--- src/rtl/rename_regfile_pkg.sv ---
// Shared defaults and constants for the rename register file.
package rename_regfile_pkg;

    localparam int unsigned XLEN_DEF     = 32;
    localparam int unsigned NREG_DEF     = 32;
    localparam int unsigned TAG_W_DEF    = 5;
    localparam int unsigned COMMIT_W_DEF = 2;

    // Register index width for the default register count
    localparam int unsigned IDX_W_DEF = $clog2(NREG_DEF);

    // x0 is hardwired to zero, never written, never busy
    localparam int unsigned ZERO_REG = 0;

endpackage

--- src/rtl/rename_regfile_if.sv ---
// Dispatcher / ReorderBuffer facing bus of the rename register file.
// master: Dispatcher + ReorderBuffer side; slave: the register file.
interface rename_regfile_if #(
    parameter int unsigned XLEN     = rename_regfile_pkg::XLEN_DEF,
    parameter int unsigned NREG     = rename_regfile_pkg::NREG_DEF,
    parameter int unsigned TAG_W    = rename_regfile_pkg::TAG_W_DEF,
    parameter int unsigned COMMIT_W = rename_regfile_pkg::COMMIT_W_DEF
);
    localparam int unsigned IDX_W = $clog2(NREG);

    // Rename request
    logic                      disp_en;
    logic [IDX_W-1:0]          disp_rd;
    logic [TAG_W-1:0]          disp_tag;

    // Operand reads
    logic [IDX_W-1:0]          rs1;
    logic [IDX_W-1:0]          rs2;
    logic [XLEN-1:0]           v1;
    logic [XLEN-1:0]           v2;
    logic [TAG_W-1:0]          q1;
    logic [TAG_W-1:0]          q2;
    logic                      busy1;
    logic                      busy2;

    // Commit ports, port 0 oldest
    logic [COMMIT_W-1:0]       cm_en;
    logic [COMMIT_W*IDX_W-1:0] cm_rd;
    logic [COMMIT_W*TAG_W-1:0] cm_tag;
    logic [COMMIT_W*XLEN-1:0]  cm_val;

    logic                      rollback;

    modport master (
        output disp_en, disp_rd, disp_tag, rs1, rs2,
        output cm_en, cm_rd, cm_tag, cm_val, rollback,
        input  v1, v2, q1, q2, busy1, busy2
    );

    modport slave (
        input  disp_en, disp_rd, disp_tag, rs1, rs2,
        input  cm_en, cm_rd, cm_tag, cm_val, rollback,
        output v1, v2, q1, q2, busy1, busy2
    );

endinterface

--- src/rtl/rename_regfile_rdport.sv ---
// One combinational operand read port: state lookup, x0 masking and,
// with RENAME_REGFILE_BYPASS_EN defined, commit-to-read bypass.
module rename_regfile_rdport
    import rename_regfile_pkg::*;
#(
    parameter int unsigned XLEN     = XLEN_DEF,
    parameter int unsigned NREG     = NREG_DEF,
    parameter int unsigned TAG_W    = TAG_W_DEF,
    parameter int unsigned COMMIT_W = COMMIT_W_DEF,
    localparam int unsigned IDX_W   = $clog2(NREG)
) (
    input  logic [IDX_W-1:0]                 rs,
    input  logic [NREG-1:0][XLEN-1:0]        vs,
    input  logic [NREG-1:0][TAG_W-1:0]       qs,
    input  logic [NREG-1:0]                  busy_vec,
`ifdef RENAME_REGFILE_BYPASS_EN
    input  logic [COMMIT_W-1:0]              cm_en,
    input  logic [COMMIT_W-1:0][IDX_W-1:0]   cm_rd,
    input  logic [COMMIT_W-1:0][TAG_W-1:0]   cm_tag,
    input  logic [COMMIT_W-1:0][XLEN-1:0]    cm_val,
`endif
    output logic [XLEN-1:0]                  v,
    output logic [TAG_W-1:0]                 q,
    output logic                             busy
);

    // Registered lookup, overridden by a matching commit, then x0 mask
    always_comb begin
        v    = vs[rs];
        q    = qs[rs];
        busy = busy_vec[rs];
`ifdef RENAME_REGFILE_BYPASS_EN
        // Later ports overwrite earlier ones, so the highest match wins
        for (int i = 0; i < int'(COMMIT_W); i++) begin
            if (cm_en[i] && cm_rd[i] == rs && busy_vec[rs] && cm_tag[i] == qs[rs]) begin
                v    = cm_val[i];
                q    = '0;
                busy = 1'b0;
            end
        end
`endif
        if (rs == IDX_W'(ZERO_REG)) begin
            v    = '0;
            q    = '0;
            busy = 1'b0;
        end
    end

endmodule

--- src/rtl/rename_regfile.sv ---
// Architectural register file with per-register rename tags and busy bits.
// Optional commit-to-read bypass: define RENAME_REGFILE_BYPASS_EN.
module rename_regfile
    import rename_regfile_pkg::*;
#(
    parameter int unsigned XLEN     = XLEN_DEF,
    parameter int unsigned NREG     = NREG_DEF,
    parameter int unsigned TAG_W    = TAG_W_DEF,
    parameter int unsigned COMMIT_W = COMMIT_W_DEF
) (
    input  logic             clk,
    input  logic             rst,
    input  logic             rdy,
    rename_regfile_if.slave  bus
);

    localparam int unsigned IDX_W = $clog2(NREG);

    logic [NREG-1:0][XLEN-1:0]         vs_q, vs_n;
    logic [NREG-1:0][TAG_W-1:0]        qs_q, qs_n;
    logic [NREG-1:0]                   busy_q, busy_n;

    logic [COMMIT_W-1:0][IDX_W-1:0]    cm_rd_a;
    logic [COMMIT_W-1:0][TAG_W-1:0]    cm_tag_a;
    logic [COMMIT_W-1:0][XLEN-1:0]     cm_val_a;

    // Split the packed commit buses into per-port fields
    assign cm_rd_a  = bus.cm_rd;
    assign cm_tag_a = bus.cm_tag;
    assign cm_val_a = bus.cm_val;

    // Next state: commits in port order, then rollback or rename on top
    always_comb begin
        vs_n   = vs_q;
        qs_n   = qs_q;
        busy_n = busy_q;
        for (int i = 0; i < int'(COMMIT_W); i++) begin
            if (bus.cm_en[i] && cm_rd_a[i] != IDX_W'(ZERO_REG)) begin
                vs_n[cm_rd_a[i]] = cm_val_a[i];
                // Only the owning (youngest) rename's commit releases the register
                if (busy_q[cm_rd_a[i]] && qs_q[cm_rd_a[i]] == cm_tag_a[i]) begin
                    busy_n[cm_rd_a[i]] = 1'b0;
                end
            end
        end
        if (bus.rollback) begin
            busy_n = '0;
        end else if (bus.disp_en && bus.disp_rd != IDX_W'(ZERO_REG)) begin
            qs_n[bus.disp_rd]   = bus.disp_tag;
            busy_n[bus.disp_rd] = 1'b1;
        end
        vs_n[ZERO_REG]   = '0;
        qs_n[ZERO_REG]   = '0;
        busy_n[ZERO_REG] = 1'b0;
    end

    // State registers; rdy low freezes everything
    always_ff @(posedge clk or posedge rst) begin
        if (rst) begin
            vs_q   <= '0;
            qs_q   <= '0;
            busy_q <= '0;
        end else if (rdy) begin
            vs_q   <= vs_n;
            qs_q   <= qs_n;
            busy_q <= busy_n;
        end
    end

    rename_regfile_rdport #(
        .XLEN(XLEN), .NREG(NREG), .TAG_W(TAG_W), .COMMIT_W(COMMIT_W)
    ) u_rdport1 (
        .rs       (bus.rs1),
        .vs       (vs_q),
        .qs       (qs_q),
        .busy_vec (busy_q),
`ifdef RENAME_REGFILE_BYPASS_EN
        .cm_en    (bus.cm_en),
        .cm_rd    (cm_rd_a),
        .cm_tag   (cm_tag_a),
        .cm_val   (cm_val_a),
`endif
        .v        (bus.v1),
        .q        (bus.q1),
        .busy     (bus.busy1)
    );

    rename_regfile_rdport #(
        .XLEN(XLEN), .NREG(NREG), .TAG_W(TAG_W), .COMMIT_W(COMMIT_W)
    ) u_rdport2 (
        .rs       (bus.rs2),
        .vs       (vs_q),
        .qs       (qs_q),
        .busy_vec (busy_q),
`ifdef RENAME_REGFILE_BYPASS_EN
        .cm_en    (bus.cm_en),
        .cm_rd    (cm_rd_a),
        .cm_tag   (cm_tag_a),
        .cm_val   (cm_val_a),
`endif
        .v        (bus.v2),
        .q        (bus.q2),
        .busy     (bus.busy2)
    );

endmodule

--- src/flat_wrapper.sv ---
// flat-port wrapper written by rule: the top's interface ports become plain ports
module rename_regfile_flat import rename_regfile_pkg::*;
#(
    parameter int unsigned XLEN     = XLEN_DEF,
    parameter int unsigned NREG     = NREG_DEF,
    parameter int unsigned TAG_W    = TAG_W_DEF,
    parameter int unsigned COMMIT_W = COMMIT_W_DEF
)
  (clk, rst, rdy, bus_disp_en, bus_disp_rd, bus_disp_tag, bus_rs1, bus_rs2, bus_cm_en, bus_cm_rd, bus_cm_tag, bus_cm_val, bus_rollback, bus_v1, bus_v2, bus_q1, bus_q2, bus_busy1, bus_busy2);
  rename_regfile_if #(.XLEN(XLEN), .NREG(NREG), .TAG_W(TAG_W), .COMMIT_W(COMMIT_W)) bus_i ();
  input  logic clk;
  input  logic rst;
  input  logic rdy;
  input wire logic [$bits(bus_i.disp_en)-1:0] bus_disp_en;
  input wire logic [$bits(bus_i.disp_rd)-1:0] bus_disp_rd;
  input wire logic [$bits(bus_i.disp_tag)-1:0] bus_disp_tag;
  input wire logic [$bits(bus_i.rs1)-1:0] bus_rs1;
  input wire logic [$bits(bus_i.rs2)-1:0] bus_rs2;
  input wire logic [$bits(bus_i.cm_en)-1:0] bus_cm_en;
  input wire logic [$bits(bus_i.cm_rd)-1:0] bus_cm_rd;
  input wire logic [$bits(bus_i.cm_tag)-1:0] bus_cm_tag;
  input wire logic [$bits(bus_i.cm_val)-1:0] bus_cm_val;
  input wire logic [$bits(bus_i.rollback)-1:0] bus_rollback;
  output wire logic [$bits(bus_i.v1)-1:0] bus_v1;
  output wire logic [$bits(bus_i.v2)-1:0] bus_v2;
  output wire logic [$bits(bus_i.q1)-1:0] bus_q1;
  output wire logic [$bits(bus_i.q2)-1:0] bus_q2;
  output wire logic [$bits(bus_i.busy1)-1:0] bus_busy1;
  output wire logic [$bits(bus_i.busy2)-1:0] bus_busy2;
  assign bus_i.disp_en = bus_disp_en;
  assign bus_i.disp_rd = bus_disp_rd;
  assign bus_i.disp_tag = bus_disp_tag;
  assign bus_i.rs1 = bus_rs1;
  assign bus_i.rs2 = bus_rs2;
  assign bus_i.cm_en = bus_cm_en;
  assign bus_i.cm_rd = bus_cm_rd;
  assign bus_i.cm_tag = bus_cm_tag;
  assign bus_i.cm_val = bus_cm_val;
  assign bus_i.rollback = bus_rollback;
  assign bus_v1 = bus_i.v1;
  assign bus_v2 = bus_i.v2;
  assign bus_q1 = bus_i.q1;
  assign bus_q2 = bus_i.q2;
  assign bus_busy1 = bus_i.busy1;
  assign bus_busy2 = bus_i.busy2;
  rename_regfile #(.XLEN(XLEN), .NREG(NREG), .TAG_W(TAG_W), .COMMIT_W(COMMIT_W)) u_core (.clk(clk), .rst(rst), .rdy(rdy), .bus(bus_i));
endmodule
--- config.mk ---
export PLATFORM = sky130hd
export DESIGN_NAME = rename_regfile_flat
export DESIGN_NICKNAME = d
export VERILOG_FILES = /design/src/rtl/rename_regfile_pkg.sv /design/src/rtl/rename_regfile_if.sv /design/src/rtl/rename_regfile_rdport.sv /design/src/rtl/rename_regfile.sv /design/src/flat_wrapper.sv
export SDC_FILE = /design/constraint.sdc
export NUM_CORES = 2
export LEC_CHECK = 0
export CELL_PAD_IN_SITES_DETAIL_PLACEMENT = 1
export CELL_PAD_IN_SITES_GLOBAL_PLACEMENT = 2
export CORE_AREA = 2 2 412 414
export CTS_BUF_LIST = sky130_fd_sc_hd__clkbuf_8
export DETAILED_ROUTE_END_ITERATION = 8
export DIE_AREA = 0 0 414 416
export PLACE_DENSITY = 0.85
export SETUP_SLACK_MARGIN = 0.3
export SYNTH_ARGS = -nofsm -noshare
export SYNTH_HDL_FRONTEND = slang
export SYNTH_SLANG_ARGS = --single-unit
--- constraint.sdc ---
create_clock -name clk -period 49.4 [get_ports clk]
set_input_delay 9.88 -clock clk [delete_from_list [all_inputs] [get_ports clk]]
set_output_delay 9.88 -clock clk [all_outputs]
set_load 0.01 [all_outputs]
==> flow_summary_export.csv <==
group,metric,value,unit
setup_path,cp-start-kind,"primary input",
final_layout,area_growth,10.35,%
setup_path,cp_data_arrival_time,15.21,ns
min_path,hold_path_depth,2,
setup_path,cp_num_buf_inv,5,
sta,skew,0.03791,ns
drt,drc_errors,0,
clock_network,clkLatencyLatePin,1.03,ns
synthesis,synth-seq-cells,1178,
sta,tns,0,ns
min_path,hold_path.class,"register to register",
min_path,holdPathEnd,"u_core.vs_q[255]$_DFFE_PP0P_",
clock_network,cts_setup_buffers,0,
final_layout,final_util,48.20,%
clock_network,cts_sinks,1178,
pwr,p_leak,0.03222,uW
sta,fmax,39.86,MHz
synthesis,synthesis.nets,7094,
floorplan,fp.dieW,414,um
placement,place_congestion,0.9754,
sta,hold_viol,0,
sta,period_share,50.78,%
sta,slew_violations,0,
clock_network,htreeDepth,4,
clock_network,tritoncts,"yes",
grt,grt.total_usage,42.31,%
clock_network,cts_resized,0,
clock_network,clkSlewWorstSetupHoldPaths,0.06,ns
final_layout,stdcell_area,81060,sq um
placement,dpl-instance-area,76740,sq um
synthesis,synth_area_leader_cell,"dfrtp_1",
run,max_cap_violations,0,
setup_path,slowest_delay,0.87,ns
synthesis,ys_top_cells_by_area,"dfrtp_1 (40%), mux4_2 (21%), o22ai_1 (8.7%)",
grt,antenna_found_initial,43,
final_layout,layoutNonFillerInstCount,9085,
sta,fin_crit,25.09,ns
setup_path,crit_fanout,75,
setup_path,r2r-end,"u_core.busy_q[5]$_DFFE_PP0P_",
setup_path,rr_worst_depth,8,
synthesis,synth_area,73460,sq um
setup_path,path_delay_family,"buffers and inverters",
synthesis,ys_seq_area_share,40.13,%
floorplan,core_area,168100,sq um
final_layout,nets,6782,
floorplan,pin_count,187,
synthesis,synth_flop_cell,"dfrtp_1",
placement,port_buffers,186,
sta,slew-limit-headroom,8.499,%
drt,avgRoutedWirePerCell,41.00,um
sta,rsz0062_at_grt,"no",
floorplan,row_count,151,
synthesis,synth_area_per_cell,10.52,sq um
setup_path,endpoint_kind,"output port",
clock_network,cts-root-buf,"clkbuf_8",
grt,grt_max_degree,202,
setup_path,crit_chain,"buf_8, buf_4, buf_4, buf_4, mux4_2, mux4_2, mux2_2, clkdlybuf4s50_1",
outcome,status,"finished clean",
clock_network,ctsHoldBuffers,0,
drt,wirelength,372500,um
grt,grt_pass1_vias,70992,
grt,grt-ovfl-total,0,
setup_path,worstPathRequired,39.52,ns
setup_path,cp_common_cell,"buf_4",
sta,worst_pin_slew,1.368,ns
pwr,ir_drop,0.00002997,V
setup_path,crit_type,"primary input to output port",
synthesis,synth_top_area_share,40.13,%
drt,avgViaCountPerCell,7.793,
final_layout,drive_above_1_share,24.14,%
synthesis,yosys.cell_types.count,66,
pwr,powerDensity,40.48,nW/um^2
min_path,worstHoldStart,"u_core.vs_q[255]$_DFFE_PP0P_",
drt,num_vias,70803,
synthesis,syn_inst,6983,
sta,worst_slack,24.31,ns
floorplan,start_util,43.68,%
setup_path,cp_slowest_cell,"buf_4",
synthesis,yosysWarnings,0,
synthesis,ys_async_sr_fraction,100.0,%
synthesis,synth_edf_count,0,
floorplan,dieArea,172200,sq um
clock_network,cts_buffers,207,
sta,setup_viol,0,
drt,ant_nets,0,
floorplan,die_y,416,um
drt,first_pass_iters,6,
setup_path,r2r_start,"u_core.qs_q[53]$_DFFE_PP0P_",
placement,dp_cells,8680,
drt,drt-initial-drc-count,11487,
placement,post-dp-hpwl,197300,um
grt,grt_pass1_wl,526100,um
clock_network,clk_path_buf_depth,3,
final_layout,n_fill_cell,17971,
placement,dp_slack,24.30,ns
setup_path,r2r_setup_slack,45.97,ns
## synthesized netlist by cell type, types with 18 or more instances
cell / count
buf_1: 160
o22ai_1: 1017
and3_1: 18
a21oi_1: 994
nand2b_1: 42
mux4_2: 700
o211ai_1: 32
o31ai_1: 31
nor4_1: 32
a22o_1: 76
mux2_2: 320
nor2_1: 1126
clkbuf_1: 673
buf_2: 40
mux2i_1: 166
dfrtp_1: 1178
o21ai_0: 40
a41o_1: 30
nand2_1: 126
## area by class of cell
class / instances / area, sq um / share of cell area, %
repair buffers: 368 / 3333 / 4.112
clock inverters: 108 / 574.3 / 0.7085
clock buffers: 266 / 3661 / 4.517
multi-input cells: 4909 / 41120 / 50.73
well taps: 2218 / 2775 / 3.424
inverters: 7 / 35.03 / 0.04322
flip-flops and latches: 1178 / 29480 / 36.37
diodes: 31 / 77.57 / 0.09571
## layer usage
layer  vias up  wire [um]  track usage [%]
met5         -        622           0.2779
met4        58      26680            27.53
met3      1686      58700            19.72
met2      6417     153700            57.74
met1     36447     132800            53.62
li1      26195          -                -
## registers in the layout, summed over array words and instances (netlist names)
register,cells
u_core.busy_q,31
u_core.qs_q,155
u_core.vs_q,992
## logic make-up after synthesis
group / Yosys count / synth area share, %
AOI/OAI and AO/OA: 2275 / 18.26
and+or+nand+nor: 1447 / 8.219
muxes: 1186 / 28.63
DFF: 1178 / 40.13
buffers and inverters: 896 / 4.749
xor gates and xnor gates: 1 / 0.01193
## cell usage in the layout (no fill, tap or decap), drive strengths merged, types with 15 or more instances in the layout
cell type,synthesis,final
dfrtp,1178,1178
nor2,1126,1126
o22ai,1017,1017
a21oi,994,994
mux4,700,700
mux2,320,320
clkbuf,673,266
buf,216,198
clkdlybuf4s50,0,170
mux2i,166,166
nand2,126,126
inv,7,80
a22o,76,76
nand2b,42,42
o21ai,41,41
o211ai,32,32
nor4,32,32
diode,0,31
o31ai,31,31
a41o,30,30
clkinv,0,29
and3,18,18
a31oi,15,15
nor2b,15,15
## worst max-delay path by stage
| stage | depth (start not counted) | end | from |
|---|---|---|---|
| global placement | 8 | bus_v1[29] | bus_rs1[0] |
| detailed placement | 8 | bus_v1[29] | bus_rs1[0] |
| global route | 8 | bus_v1[27] | bus_rs1[0] |
| finish | 8 | bus_v1[27] | bus_rs1[0] |
| floorplan | 1 | u_core.busy_q[10]$_DFFE_PP0P_ | rst |
| CTS | 8 | bus_v1[29] | bus_rs1[0] |
## power breakdown
| part | internal [uW] | switching (uW) |
|---|---|---|
| sequential | 1200 | 208 |
| clock | 497 | 468 |
| combinational | 464 | 446 |
| total | 2160 | 1120 |
## per-stage QoR
step / hold WS [ns] / power (uW)
floorplan: 0.4612 / 1971
global placement: 0.4727 / 2236
detailed placement: 0.4929 / 2289
CTS: 0.5076 / 3241
global route: 0.5475 / 3392
finish: 0.5055 / 3281
## worst min-delay path, stage by stage, from the launching register on
cell	delay, ns
dfrtp_1	0.36
nand2_1	0.05
o21ai_0	0.06
Power figures use the tool's default switching activity.
